[src/rtl/i2s_tx_fifo.sv]
// I2S master transmitter with a small stereo-frame FIFO in front of it.
// Pops one {L,R} frame per 32-BCLK frame and flags a sticky underrun when it finds the FIFO empty.
module i2s_tx_fifo #(
  parameter int unsigned CLK_DIV    = 8,
  parameter int unsigned FIFO_DEPTH = 8
) (
  input  logic                          clk_i,
  input  logic                          rst_ni,
  input  logic                          en_i,
  input  logic [31:0]                   smp_dat_i,
  input  logic                          smp_valid_i,
  output logic                          smp_ready_o,
  output logic [$clog2(FIFO_DEPTH):0]   fifo_level_o,
  output logic                          underrun_o,
  input  logic                          underrun_clr_i,
  output logic                          i2s_bclk_o,
  output logic                          i2s_lrclk_o,
  output logic                          i2s_sd_o
);

  localparam int unsigned AW = $clog2(FIFO_DEPTH);
  localparam int unsigned LW = AW + 1;
  localparam int unsigned CW = (CLK_DIV > 2) ? $clog2(CLK_DIV) : 1;

  logic [31:0]   mem [FIFO_DEPTH];
  logic [AW-1:0] wr_ptr_q;
  logic [AW-1:0] rd_ptr_q;
  logic [LW-1:0] level_q;

  logic [CW-1:0] div_cnt_q;
  logic [4:0]    bc_q;
  logic [31:0]   frame_q;
  logic          bclk_q;
  logic          lrclk_q;
  logic          sd_q;
  logic          underrun_q;

  logic          fifo_empty;
  logic          push;
  logic          pop;
  logic          div_tc;
  logic          fall_ev;
  logic          frame_start;
  logic [4:0]    bc_nxt;
  logic [4:0]    sd_idx;

  // Event decode; frame_start only fires while enabled because div_tc includes en_i.
  always_comb begin
    fifo_empty  = (level_q == '0);
    smp_ready_o = (level_q != LW'(FIFO_DEPTH));
    push        = smp_valid_i && smp_ready_o;
    div_tc      = en_i && (div_cnt_q == CW'(CLK_DIV - 1));
    fall_ev     = div_tc && bclk_q;
    bc_nxt      = bc_q + 5'd1;
    frame_start = fall_ev && (bc_nxt == 5'd0);
    pop         = frame_start && !fifo_empty;
    // bit 32-bc of {L,R}; bc = 0 wraps to bit 0 of the outgoing frame (I2S one-bit delay)
    sd_idx      = 5'd0 - bc_nxt;
  end

  // FIFO pointers and level
  always_ff @(posedge clk_i or negedge rst_ni) begin
    if (!rst_ni) begin
      wr_ptr_q <= '0;
      rd_ptr_q <= '0;
      level_q  <= '0;
    end else begin
      if (push) wr_ptr_q <= wr_ptr_q + AW'(1);
      if (pop)  rd_ptr_q <= rd_ptr_q + AW'(1);
      if (push && !pop)      level_q <= level_q + LW'(1);
      else if (pop && !push) level_q <= level_q - LW'(1);
    end
  end

  always_ff @(posedge clk_i) begin
    if (push) mem[wr_ptr_q] <= smp_dat_i;
  end

  // BCLK divider and serialiser; disabling parks the frame at bc = 31 but keeps frame_q
  always_ff @(posedge clk_i or negedge rst_ni) begin
    if (!rst_ni) begin
      div_cnt_q <= '0;
      bclk_q    <= 1'b0;
      lrclk_q   <= 1'b0;
      sd_q      <= 1'b0;
      bc_q      <= 5'd31;
      frame_q   <= '0;
    end else if (!en_i) begin
      div_cnt_q <= '0;
      bclk_q    <= 1'b0;
      lrclk_q   <= 1'b0;
      sd_q      <= 1'b0;
      bc_q      <= 5'd31;
    end else begin
      if (div_tc) begin
        div_cnt_q <= '0;
        bclk_q    <= !bclk_q;
      end else begin
        div_cnt_q <= div_cnt_q + CW'(1);
      end
      if (fall_ev) begin
        bc_q    <= bc_nxt;
        lrclk_q <= bc_nxt[4];
        sd_q    <= frame_q[sd_idx];
        if (frame_start) frame_q <= pop ? mem[rd_ptr_q] : '0;
      end
    end
  end

  // Sticky underrun; a new underrun wins over a same-cycle clear
  always_ff @(posedge clk_i or negedge rst_ni) begin
    if (!rst_ni)                       underrun_q <= 1'b0;
    else if (frame_start && fifo_empty) underrun_q <= 1'b1;
    else if (underrun_clr_i)           underrun_q <= 1'b0;
  end

  assign fifo_level_o = level_q;
  assign underrun_o   = underrun_q;
  assign i2s_bclk_o   = bclk_q;
  assign i2s_lrclk_o  = lrclk_q;
  assign i2s_sd_o     = sd_q;

endmodule

[config.mk]
export PLATFORM = sky130hd
export DESIGN_NAME = i2s_tx_fifo
export DESIGN_NICKNAME = d
export VERILOG_FILES = /design/src/rtl/i2s_tx_fifo.sv
export SDC_FILE = /design/constraint.sdc
export NUM_CORES = 1
export LEC_CHECK = 0
export CAP_MARGIN = 20
export CORE_MARGIN = 8
export CORE_UTILIZATION = 44
export CTS_BUF_LIST = sky130_fd_sc_hd__clkbuf_8
export DETAILED_ROUTE_END_ITERATION = 8
export PLACE_DENSITY_LB_ADDON = 0.12
export SETUP_SLACK_MARGIN = 0.1
export SYNTH_ARGS = -nofsm -noshare
export SYNTH_HDL_FRONTEND = slang
export SYNTH_SLANG_ARGS = --single-unit
[constraint.sdc]
create_clock -name clk_i -period 6.54 [get_ports clk_i]
set_input_delay 1.308 -clock clk_i [delete_from_list [all_inputs] [get_ports clk_i]]
set_output_delay 1.308 -clock clk_i [all_outputs]
set_load 0.05 [all_outputs]
=== After elaboration in Yosys (flattened, before gate mapping) ===
Memories as Yosys holds them, arrays and structs flattened.
Index checks and enable logic that the tools add are counted.

* RAM bits: 256
* Memories: 1
* Register bits: 54
* Output and inout port bits: 9
* Bits of input ports: 37

* Add/sub/neg operators: 7
* Muxes and demuxes: 19
* Reductions and logical operators: 17
* $lt $le $gt $ge: 1
* Equality and inequality tests: 4

{| class="wikitable"
|+ Memory list
! memory !! depth !! width !! read ports !! clocked after Yosys merged registers in !! wr ports !! line !! source
|-
| mem || 8 || 32 || 1 || 0 || 1 || 25 || <nowiki>logic [31:0] mem [FIFO_DEPTH];</nowiki>
|}

{| class="wikitable"
|+ Operators with widths
! operator !! count
|-
| 32-bit 2-to-1 mux || 1
|-
| 1-bit 2-to-1 mux || 11
|-
| 5-bit 2-to-1 mux || 2
|-
| 3-bit by 1-bit adder with 3-bit output, second input constant || 3
|-
| 1-bit logical AND || 8
|-
| 4-bit 2-to-1 mux || 2
|-
| 5-bit by 6-bit < comparator with 1-bit output, second input constant || 1
|-
| 3-bit 2-to-1 mux || 2
|-
| 5-bit by 1-bit adder with 5-bit output, second input constant || 1
|-
| 1-bit binary-select mux with 5-bit select || 1
|-
| 5-bit logical NOT || 1
|-
| 1-bit by 5-bit subtractor with 5-bit output, first input constant || 1
|-
| 4-bit by 1-bit adder with 4-bit output, second input constant || 1
|-
| 1-bit logical NOT || 4
|-
| 4-bit logical NOT || 1
|-
| 2-bit by 1-bit != test with 1-bit output, second input constant || 2
|-
| 4-bit != test, second input constant || 1
|-
| 2-bit nonzero test || 2
|-
| 4-bit by 1-bit subtractor with 4-bit output, second input constant || 1
|-
| 3-bit equality test, second input constant || 1
|-
| 3-bit AND reduction || 1
|}

=== Logic depth before layout (Yosys ltp) ===
Gate-level depths: netlist of the first run.

* Depth after elaboration: 8
* Mapped depth: 19
* Gate-level depth less buffers: 15

=== Worst setup path before layout of the first run ===
OpenSTA, ideal clock, no wires.

* Path kind: input to register
* From: in smp_valid_i
* To: mem mem[0][0], enable pin
* Path buffers: 1
* Slack: 2.112 ns
* Arrival time: 3.967 ns
* Cell stages on the path: 4
* Required time: 6.079 ns
* Path through: and2_1 clkbuf_1 nand2b_1 nor3_1

* Cells in the longest elaborated chain, start to end: 3

{| class="wikitable"
|+ Ends and longest elaborated chain
! item !! line !! source
|-
| from (decl) || 11 || <nowiki>input logic smp_valid_i,</nowiki>
|-
| 1-bit logical AND || 51 || <nowiki>push = smp_valid_i && smp_ready_o;</nowiki>
|-
| named net push || 39 || <nowiki>logic push;</nowiki>
|-
| 1-bit 2-to-1 mux || 76 || <nowiki>if (push) mem[wr_ptr_q] <= smp_dat_i;</nowiki>
|-
| 1-bit 2-to-1 mux (not written as such) || 76 ||
|-
| to (decl) || 25 ||
|}

The timed path passes the listed nets, and every way through them passes these cells.

=== Worst setup path after layout of the first run ===
* From: reg bc_q[0]
* To: reg level_q[3], in the netlist fifo_level_o[3]

* Cells in the longest elaborated chain, start to end: 7
* Elaborated cells between the ends (all ways): 9
* Those cells by class: 1 x add/sub; 1 x mux; 7 x reduce/logical

{| class="wikitable"
|+ Ends and longest elaborated chain
! item !! line !! source
|-
| from (decl) || 31 || <nowiki>logic [4:0] bc_q;</nowiki>
|-
| from (signal assigned) || 102 || <nowiki>bc_q <= bc_nxt;</nowiki>
|-
| 5-bit by 1-bit adder with 5-bit output (*) || 54 || <nowiki>bc_nxt = bc_q + 5'd1;</nowiki>
|-
| 5-bit logical NOT (*) || 55 || <nowiki>frame_start = fall_ev && (bc_nxt == 5'd0);</nowiki>
|-
| 1-bit logical AND (*) || 55 ||
|-
| 1-bit logical AND (*) || 56 || <nowiki>pop = frame_start && !fifo_empty;</nowiki>
|-
| 1-bit logical NOT || 70 || <nowiki>if (push && !pop) level_q <= level_q + LW'(1);</nowiki>
|-
| 1-bit logical AND || 70 ||
|-
| 4-bit 2-to-1 mux or 2-bit nonzero test (tied branches) || n/a ||
|-
| to (signal assigned) || 70 ||
|-
| to (signal assigned) || 71 || <nowiki>else if (pop && !push) level_q <= level_q - LW'(1);</nowiki>
|-
| to (decl) || 28 || <nowiki>logic [LW-1:0] level_q;</nowiki>
|}

Every way passes the cells marked *; elsewhere a longest branch is shown, timed or not.
A chain may end at the register's enable or synchronous reset.

==> impl_metrics.ini, run 1 <==
[status]
status = finished, final reports clean

[worst_hold_path]
hp-class = flop to flop
hold_depth = 1
hold_start = div_cnt_q[0]
holdPathEnd = div_cnt_q[0]

[power_and_ir_drop]
p_seq_frac = 0.547
powerDensity_mw_per_mm2 = 323
p_sw_frac = 0.253
power_frac_comb = 0.119
p_int_uw = 3410
p_sw_uw = 1160
clock_power_share = 0.335
leakage_uw = 0.00473
ir_drop_v = 0.000225

[sta]
finalSetupViolCount = 0
layout_worst_path_cycle_share = 0.570
tns_ns = 0
fmax_mhz = 268
report.final.slew_viol_count = 0
period_minus_slack_ns = 3.73
rsz0062_at_grt = no
hold_ws_ns = 0.450
relSlewSlack = 0.353
tightestPinTransition_ns = 0.971
fin_worst_skew_ns = 0.0124
hold_viol = 0

[critical_path]
cp.buffers_inverters = 2
cp.required_ns = 6.98
cp_slowest_cell = dfstp_2
crit_top_cell = ha_1
worstReg2RegEnd = fifo_level_o[3]
rrSetupSlack_ns = 2.81
start_kind = flop
cp_top_family = adder cells
crit_path_max_incr_delay_ns = 0.79
crit_path_end_kind = flop
critical_path_class = flop to flop
cp_cell_sequence = ha_1, nand3_1, xor2_1, ha_1, nand3_1, buf_4, nand2b_1, ha_1, inv_1, ha_1, a21o_1, a21oi_1, xnor2_1, nor2_1, xor2_1
r2r_start = bc_q[0]
cp.arrival_ns = 4.17
path_max_fanout = 34
ff2ff_path_depth = 15

[cts]
root_buffer = clkbuf_8
clk_pin_slew_ns = 0.06
numCtsBuffers = 51
clkLatencyLatePin_ns = 0.56
ctsResizeCount = 0
cts.sinks = 310
cts_setup_buffers = 0
htree_levels = 2
cts_tree = built
holdBufCountCts = 0
clk_path_buf_depth = 3

[synthesis]
synth_common_cells = edfxtp_1, mux4_2, dfrtp_1
ys_ff_latch = 310
post-synth-top-count-cell = edfxtp_1
synth_top_area_share = 0.627
syn_area_mm2 = 0.0123
synthArstFlopShare = 0.174
yosysSeqAreaShare = 0.738
postSynthCellCount = 618
synth_nets = 666
syn_avg_cell_area_um2 = 19.8
ys_top_cells_by_area = edfxtp_1, mux4_2, dfrtp_1
synth.distinct_cells = 45
yosysTopAreaCell = edfxtp_1
yosys_warnings = 0
ys_dominant_reg_cell = edfxtp_1
synth_edf_count = 256

[route]
vias = 5848
drtIter0Drc = 322
wl_per_cell_um = 21.6
drc = 0
routed_wl_um = 24100
ant_nets = 0
vias_per_cell = 5.25
dr.pass1.iters = 6

[global_routing]
grt_max_degree = 62
grt_pass1_vias = 6294
grt_first_pass_wirelength_um = 37600
gr-total-overflow = 0
grt_use_total = 0.148
antenna_found_initial = 0

[cells_and_area]
drive_gt1_frac = 0.227
diodes = 0
nets = 746
syn_to_final_growth_pct = 15.2
final_cells = 1113

[placement]
placedCellCount = 1023
io_buffers = 45
dp_hpwl_um = 13600
gp_congestion = 0.733

[floorplanning]
row_count = 61
start_util = 0.444
core_area_mm2 = 0.0276
dieWidth_um = 183
die-area_mm2 = 0.0335
fp.dieH_um = 183
num_io_pins = 46

[flow_run]
cap_violations = 0
-- cells in the final DEF, fill, tap and decap left out, types with 3 or more instances in the layout --
master / instances
edfxtp_1: 256
inv_1: 20
nand2_1: 47
and2_1: 3
clkinv_1: 12
mux2i_1: 35
nand2b_1: 7
mux4_2: 64
nand3_1: 3
buf_4: 16
dfrtp_1: 46
mux2_2: 5
mux4_1: 8
clkdlybuf4s50_1: 44
clkbuf_8: 55
ha_1: 10
xor2_1: 9
xnor2_1: 6
clkinv_2: 3
nor2_4: 6
dfstp_2: 5
o21ai_0: 34
nor2b_1: 3
-- sequential cells by signal, summed over array words and instances, names as in the netlist --
name / flops
mem: 256
i2s_bclk_o: 1
fifo_level_o: 4
bc_q: 5
rd_ptr_q: 3
frame_q: 32
i2s_lrclk_o: 1
div_cnt_q: 3
i2s_sd_o: 1
underrun_o: 1
wr_ptr_q: 3
-- layer usage --
layer | global-route usage | share of wire | vias to the layer above
met5 | 0 | 0 | -
met4 | 0.0446 | 0.017 | 0
met3 | 0.0301 | 0.054 | 38
met2 | 0.243 | 0.49 | 126
met1 | 0.197 | 0.44 | 3046
li1 | - | - | 2638
-- power groups by stage --
stage | Clock [µW] | Sequential [µW] | Combinational, µW
3_3_place_gp | 0 | 2520 | 538
2_1_floorplan | 0 | 2560 | 256
5_1_grt | 1660 | 2520 | 582
4_1_cts | 1570 | 2500 | 557
6_report | 1530 | 2500 | 541
3_5_place_dp | 0 | 2540 | 554
-- layout make-up --
type / instances / area (µm²)
inverter: 3 / 11.3
tap: 378 / 473
sequential: 310 / 9050
fill: 2268 / 13500
clock buffer: 55 / 757
timing repair buffer: 61 / 566
multi-input combinational: 271 / 3090
clock inverter: 35 / 170
-- through the flow --
| step | area, µm² | utilization | setup WS (ns) | power [µW] |
|---|---|---|---|---|
| 2_1_floorplan | 12300 | - | 2.11 | 2820 |
| 4_1_cts | 14100 | 0.511 | 2.77 | 4630 |
| 3_3_place_gp | 13200 | 0.478 | 2.56 | 3060 |
| 3_5_place_dp | 13200 | 0.478 | 2.43 | 3090 |
| 6_report | 14100 | 0.511 | 2.81 | 4560 |
| 5_1_grt | 14100 | 0.511 | 2.58 | 4760 |
-- worst max path at each step --
stage | from | endpoint | slack [ns] | depth (start not counted)
floorplan | smp_valid_i | mem[0][0] | 2.11 | 4
global placement | en_i | fifo_level_o[3] | 2.56 | 12
detailed placement | en_i | fifo_level_o[3] | 2.43 | 12
CTS | bc_q[0] | fifo_level_o[3] | 2.77 | 15
global route | bc_q[0] | fifo_level_o[3] | 2.58 | 15
finish | bc_q[0] | fifo_level_o[3] | 2.81 | 15
-- logic make-up (layout without fill, tap and decap cells) --
kind of cell / count (synthesis) / after routing / synth area share
adder cells (fa/ha/maj): 11 / 11 / 0.0118
multiplexers: 112 / 112 / 0.168
XOR/XNOR: 16 / 16 / 0.0127
AND/OR/NAND/NOR: 83 / 83 / 0.0314
AO/OA/AOI/OAI: 49 / 49 / 0.0241
flip-flops: 310 / 310 / 0.738
buffers and inverters: 37 / 154 / 0.0144
(Power assumes the default switching activity.)
==> inputs of run 2 (changes only) <==
==> constraint.sdc (replaced) <==
create_clock -name clk_i -period 3.7 [get_ports clk_i]
set_input_delay 0.74 -clock clk_i [delete_from_list [all_inputs] [get_ports clk_i]]
set_output_delay 0.74 -clock clk_i [all_outputs]
set_load 0.05 [all_outputs]
==> run 2 against run 1 <==
Net effect: design area grew 0.64%; clock-buffer cell count grew 2; global-route usage shrank 0.090 points; utilization grew 0.33 points; die area is the same; first-iteration DRC count grew 31%; clock power grew 75%.
==> impl_metrics.ini, run 2 (synthesis results as in run 1) <==
[sta]
tns_ns = 0
tightestPinTransition_ns = 1.10
report.final.slew_viol_count = 0
hold_viol = 0
finalSetupViolCount = 0
layout_worst_path_cycle_share = 0.869
fmax_mhz = 311
period_minus_slack_ns = 3.22
relSlewSlack = 0.265
fin_worst_skew_ns = 0.0244
hold_ws_ns = 0.0689
rsz0062_at_grt = no

[cells_and_area]
top_regs = mem x256, frame_q x32, bc_q x5
multi_input_comb_area_mm2 = 0.00311
ff_latch_area_mm2 = 0.00905
syn_to_final_growth_pct = 15.9
diodes = 0
largest_reg_flops = 256
layout_common_cells = edfxtp_1, mux4_2, clkbuf_8, nand2_1, dfrtp_1
fin_area_mm2 = 0.0142
drive_gt1_frac = 0.228
nets = 750
mostFrequentLayoutCell = edfxtp_1
utilization = 0.514
top_register = mem
fillers = 2264

[power_and_ir_drop]
power.total_uw = 8040
p_sw_frac = 0.252
ir_drop_v = 0.000329
p_sw_uw = 2030
leakage_uw = 0.00482
power_frac_comb = 0.118
clock_power_share = 0.332
p_seq_frac = 0.550
powerDensity_mw_per_mm2 = 566
p_int_uw = 6010

[cts]
clkLatencyLatePin_ns = 0.56
ctsResizeCount = 0
cts.sinks = 310
root_buffer = clkbuf_8
cts_tree = built
numCtsBuffers = 51
holdBufCountCts = 0
cts_setup_buffers = 0
clk_path_buf_depth = 3
clk_pin_slew_ns = 0.06
htree_levels = 2

[global_routing]
grt_first_pass_wirelength_um = 37600
grt_max_degree = 51
grt_pass1_vias = 6579
gr-total-overflow = 0
antenna_found_initial = 0
grt_use_total = 0.147

[worst_hold_path]
hp-class = input pin to asynchronous set/reset pin

[route]
wl_per_cell_um = 21.3
dr.pass1.iters = 4
drc = 0
vias = 5939
drtIter0Drc = 421
vias_per_cell = 5.29
ant_nets = 0
routed_wl_um = 23900

[floorplanning]
start_util = 0.444
dieWidth_um = 183
num_io_pins = 46
row_count = 61
fp.dieH_um = 183
core_area_mm2 = 0.0276
die-area_mm2 = 0.0335

[placement]
io_buffers = 45
dp_hpwl_um = 13700
gp_congestion = 0.709
placed_area_mm2 = 0.0133

[critical_path]
critical_path_class = flop to flop
cp_cell_sequence = ha_1, nand3_1, xor2_1, ha_1, nand3_1, nand2b_1, ha_1, inv_1, ha_1, a21o_1, a21oi_1, xnor2_1, nor2_1, xor2_1
cp.required_ns = 4.12
start_kind = flop
crit_top_cell = ha_1
crit_path_max_incr_delay_ns = 0.64
crit_path_end_kind = flop
path_max_fanout = 10
cp.arrival_ns = 3.63
cp_slowest_cell = dfstp_2

[status]
status = finished, final reports clean

[flow_run]
cap_violations = 0
-- run 2: cell types whose count changed in the layout (fill, tap and decap cells not counted), sizes merged --
cell      change
inv          +12
clkinv        -7
buf           +4
clkbuf        +2
bufinv        -1
clkinvlp      -1
-- run 2: cell type report --
| class | count | share of cell area |
|---|---|---|
| tap | 378 | 0.0333 |
| clock buffer | 57 | 0.0552 |
| multi-input combinational | 271 | 0.219 |
| inverter | 3 | 0.000792 |
| timing repair buffer | 65 | 0.0445 |
| sequential | 310 | 0.637 |
| clock inverter | 38 | 0.0107 |
-- run 2: worst max-delay path: cells and delay by family, from the launching register on --
kind / cells / cell delay, ns
fa+ha+maj: 4 / 0.98
buf+inv: 1 / 0.12
compound gates: 2 / 0.35
xor+xnor: 3 / 0.50
flops: 1 / 0.64
simple gates: 4 / 0.50
-- run 2: layer usage --
| metal | track usage | share of wire | up-vias |
|---|---|---|---|
| li1 | - | - | 2658 |
| met1 | 0.185 | 0.43 | 3102 |
| met2 | 0.250 | 0.50 | 129 |
| met3 | 0.0281 | 0.045 | 50 |
| met4 | 0.0550 | 0.023 | 0 |
| met5 | 0 | 0 | - |
-- run 2: path summary, 6_finish.rpt --
path	from	end	slack [ns]	cells past startpoint
max in group asynchronous	rst_ni	frame_q[20]	2.91	3
min in group clk_i	div_cnt_q[0]	div_cnt_q[0]	0.44	1
setup / recovery	bc_q[0]	fifo_level_o[3]	0.48	14
setup reg to reg	bc_q[0]	fifo_level_o[3]	0.48	14
hold / removal	rst_ni	div_cnt_q[2]	0.07	1
hold reg to reg	div_cnt_q[0]	div_cnt_q[0]	0.44	1
-- run 2: stage by stage --
| stage | worst slack [ns] | cells |
|---|---|---|
| finish | 0.485 | 1122 |
| global placement | 0.619 | 1026 |
| floorplan | 0.136 | 618 |
| global route | 0.214 | 1122 |
| detailed placement | 0.495 | 1026 |
| CTS | 0.477 | 1121 |
-- run 2: power groups by stage --
| stage | combinational [µW] | sequential, µW | clock, µW |
|---|---|---|---|
| floorplan | 454 | 4530 | 0 |
| global placement | 943 | 4470 | 0 |
| detailed placement | 973 | 4490 | 0 |
| CTS | 977 | 4430 | 2770 |
| global route | 1040 | 4460 | 2940 |
| finish | 947 | 4420 | 2670 |
==> inputs of run 3 (changes only) <==
--- a/config.mk
+++ b/config.mk
@@ -5,7 +5,7 @@
 export SDC_FILE = /design/constraint.sdc
 export NUM_CORES = 1
 export LEC_CHECK = 0
-export CAP_MARGIN = 20
+export CAP_MARGIN = 5
 export CORE_MARGIN = 8
 export CORE_UTILIZATION = 44
 export CTS_BUF_LIST = sky130_fd_sc_hd__clkbuf_8
==> run 3 against run 2 <==
Net effect: first-iteration DRC count down 2.1%; sequential share of layout area grew 0.090 points; sequential cell count unchanged; die area is the same; combinational power about the same; largest cell class unchanged; routed wire length about the same; design area down 0.14%; clock skew grew 0.0017 ns.
==> impl_metrics.ini, run 3 (synthesis results as in run 1) <==
[critical_path]
crit_path_end_kind = flop
critical_path_class = flop to flop
path_max_fanout = 10
crit_top_cell = ha_1
cp.buffers_inverters = 1
cp.required_ns = 4.11
crit_path_max_incr_delay_ns = 0.64
start_kind = flop
cp_slowest_cell = dfstp_2
cp_cell_sequence = ha_1, nand3_1, xor2_1, ha_1, nand3_1, nand2b_1, ha_1, inv_1, ha_1, a21o_1, a21oi_1, xnor2_1, nor2_1, xor2_1
cp.arrival_ns = 3.63
cp_top_family = adder cells

[route]
dr.pass1.iters = 4
drc = 0
vias = 5930
routed_wl_um = 23900
wl_per_cell_um = 21.3
vias_per_cell = 5.29
ant_nets = 0
drtIter0Drc = 412

[cts]
root_buffer = clkbuf_8
ctsResizeCount = 0
cts_tree = built
htree_levels = 2
clk_path_buf_depth = 3
clk_pin_slew_ns = 0.06
numCtsBuffers = 51
clkLatencyLatePin_ns = 0.56
cts_setup_buffers = 0
holdBufCountCts = 0
cts.sinks = 310

[cells_and_area]
layout_common_cells = edfxtp_1, mux4_2, clkbuf_8, nand2_1, dfrtp_1
drive_gt1_frac = 0.227
utilization = 0.514
top_regs = mem x256, frame_q x32, bc_q x5
syn_to_final_growth_pct = 15.8
top_register = mem
largest_reg_flops = 256
diodes = 0
nets = 749
fillers = 2266
mostFrequentLayoutCell = edfxtp_1

[global_routing]
gr-total-overflow = 0
grt_first_pass_wirelength_um = 37600
antenna_found_initial = 0
grt_max_degree = 51
grt_pass1_vias = 6579
grt_use_total = 0.147

[floorplanning]
die-area_mm2 = 0.0335
row_count = 61
core_area_mm2 = 0.0276
start_util = 0.444
num_io_pins = 46
dieWidth_um = 183
fp.dieH_um = 183

[sta]
layout_worst_path_cycle_share = 0.869
relSlewSlack = 0.277
fmax_mhz = 311
tns_ns = 0
rsz0062_at_grt = no
timing.final.ws_setup_ns = 0.485
fin_worst_skew_ns = 0.0261
period_minus_slack_ns = 3.22
finalSetupViolCount = 0
hold_viol = 0
hold_ws_ns = 0.386
report.final.slew_viol_count = 0
tightestPinTransition_ns = 1.08

[power_and_ir_drop]
p_int_uw = 6010
clock_power_share = 0.332
powerDensity_mw_per_mm2 = 566
leakage_uw = 0.00481
p_seq_frac = 0.550
p_sw_frac = 0.252
ir_drop_v = 0.000329
p_sw_uw = 2030
power_frac_comb = 0.118

[placement]
dp_hpwl_um = 13700
gp_congestion = 0.709
io_buffers = 45
dpl_worst_slack_ns = 0.495

[status]
status = finished, final reports clean

[worst_hold_path]
hp-class = input pin to asynchronous set/reset pin

[flow_run]
cap_violations = 0
## run 3: cell count changes in the layout (fill, tap and decap cells not counted), sizes merged
cell,change
buf,-1
## run 3: final timing paths
| kind | startpoint | to | slack [ns] | cells past startpoint |
|---|---|---|---|---|
| hold reg to reg | div_cnt_q[0] | div_cnt_q[0] | 0.44 | 1 |
| max in group asynchronous | rst_ni | frame_q[20] | 2.53 | 2 |
| setup / recovery | bc_q[0] | fifo_level_o[3] | 0.48 | 14 |
| min in group clk_i | div_cnt_q[0] | div_cnt_q[0] | 0.44 | 1 |
| hold / removal | rst_ni | div_cnt_q[2] | 0.39 | 1 |
| setup reg to reg | bc_q[0] | fifo_level_o[3] | 0.48 | 14 |
## run 3: metrics by stage
stage / power, µW / instance area, µm² / instances
2_1_floorplan: 4980 / 12300 / 618
3_3_place_gp: 5410 / 13300 / 1026
3_5_place_dp: 5470 / 13300 / 1026
4_1_cts: 8170 / 14200 / 1121
5_1_grt: 8430 / 14200 / 1121
6_report: 8030 / 14200 / 1121
## run 3: power by group through the flow
stage	clock, µW	sequential, µW	combinational (µW)
4_1_cts	2770	4430	977
2_1_floorplan	0	4530	454
6_report	2670	4420	945
5_1_grt	2940	4460	1030
3_5_place_dp	0	4490	973
3_3_place_gp	0	4470	943
## run 3: cell type report
class	instances	area [µm²]	area share
multi-input combinational	271	3110	0.219
clock buffer	57	785	0.0553
inverter	3	11.3	0.000793
tap	378	473	0.0333
sequential	310	9050	0.638
timing repair buffer	64	613	0.0432
clock inverter	38	153	0.0108
## run 3: metal layers
metal	global-route usage	share of wire
met5	0	0
met4	0.0550	0.023
met3	0.0281	0.039
met2	0.250	0.50
met1	0.185	0.43
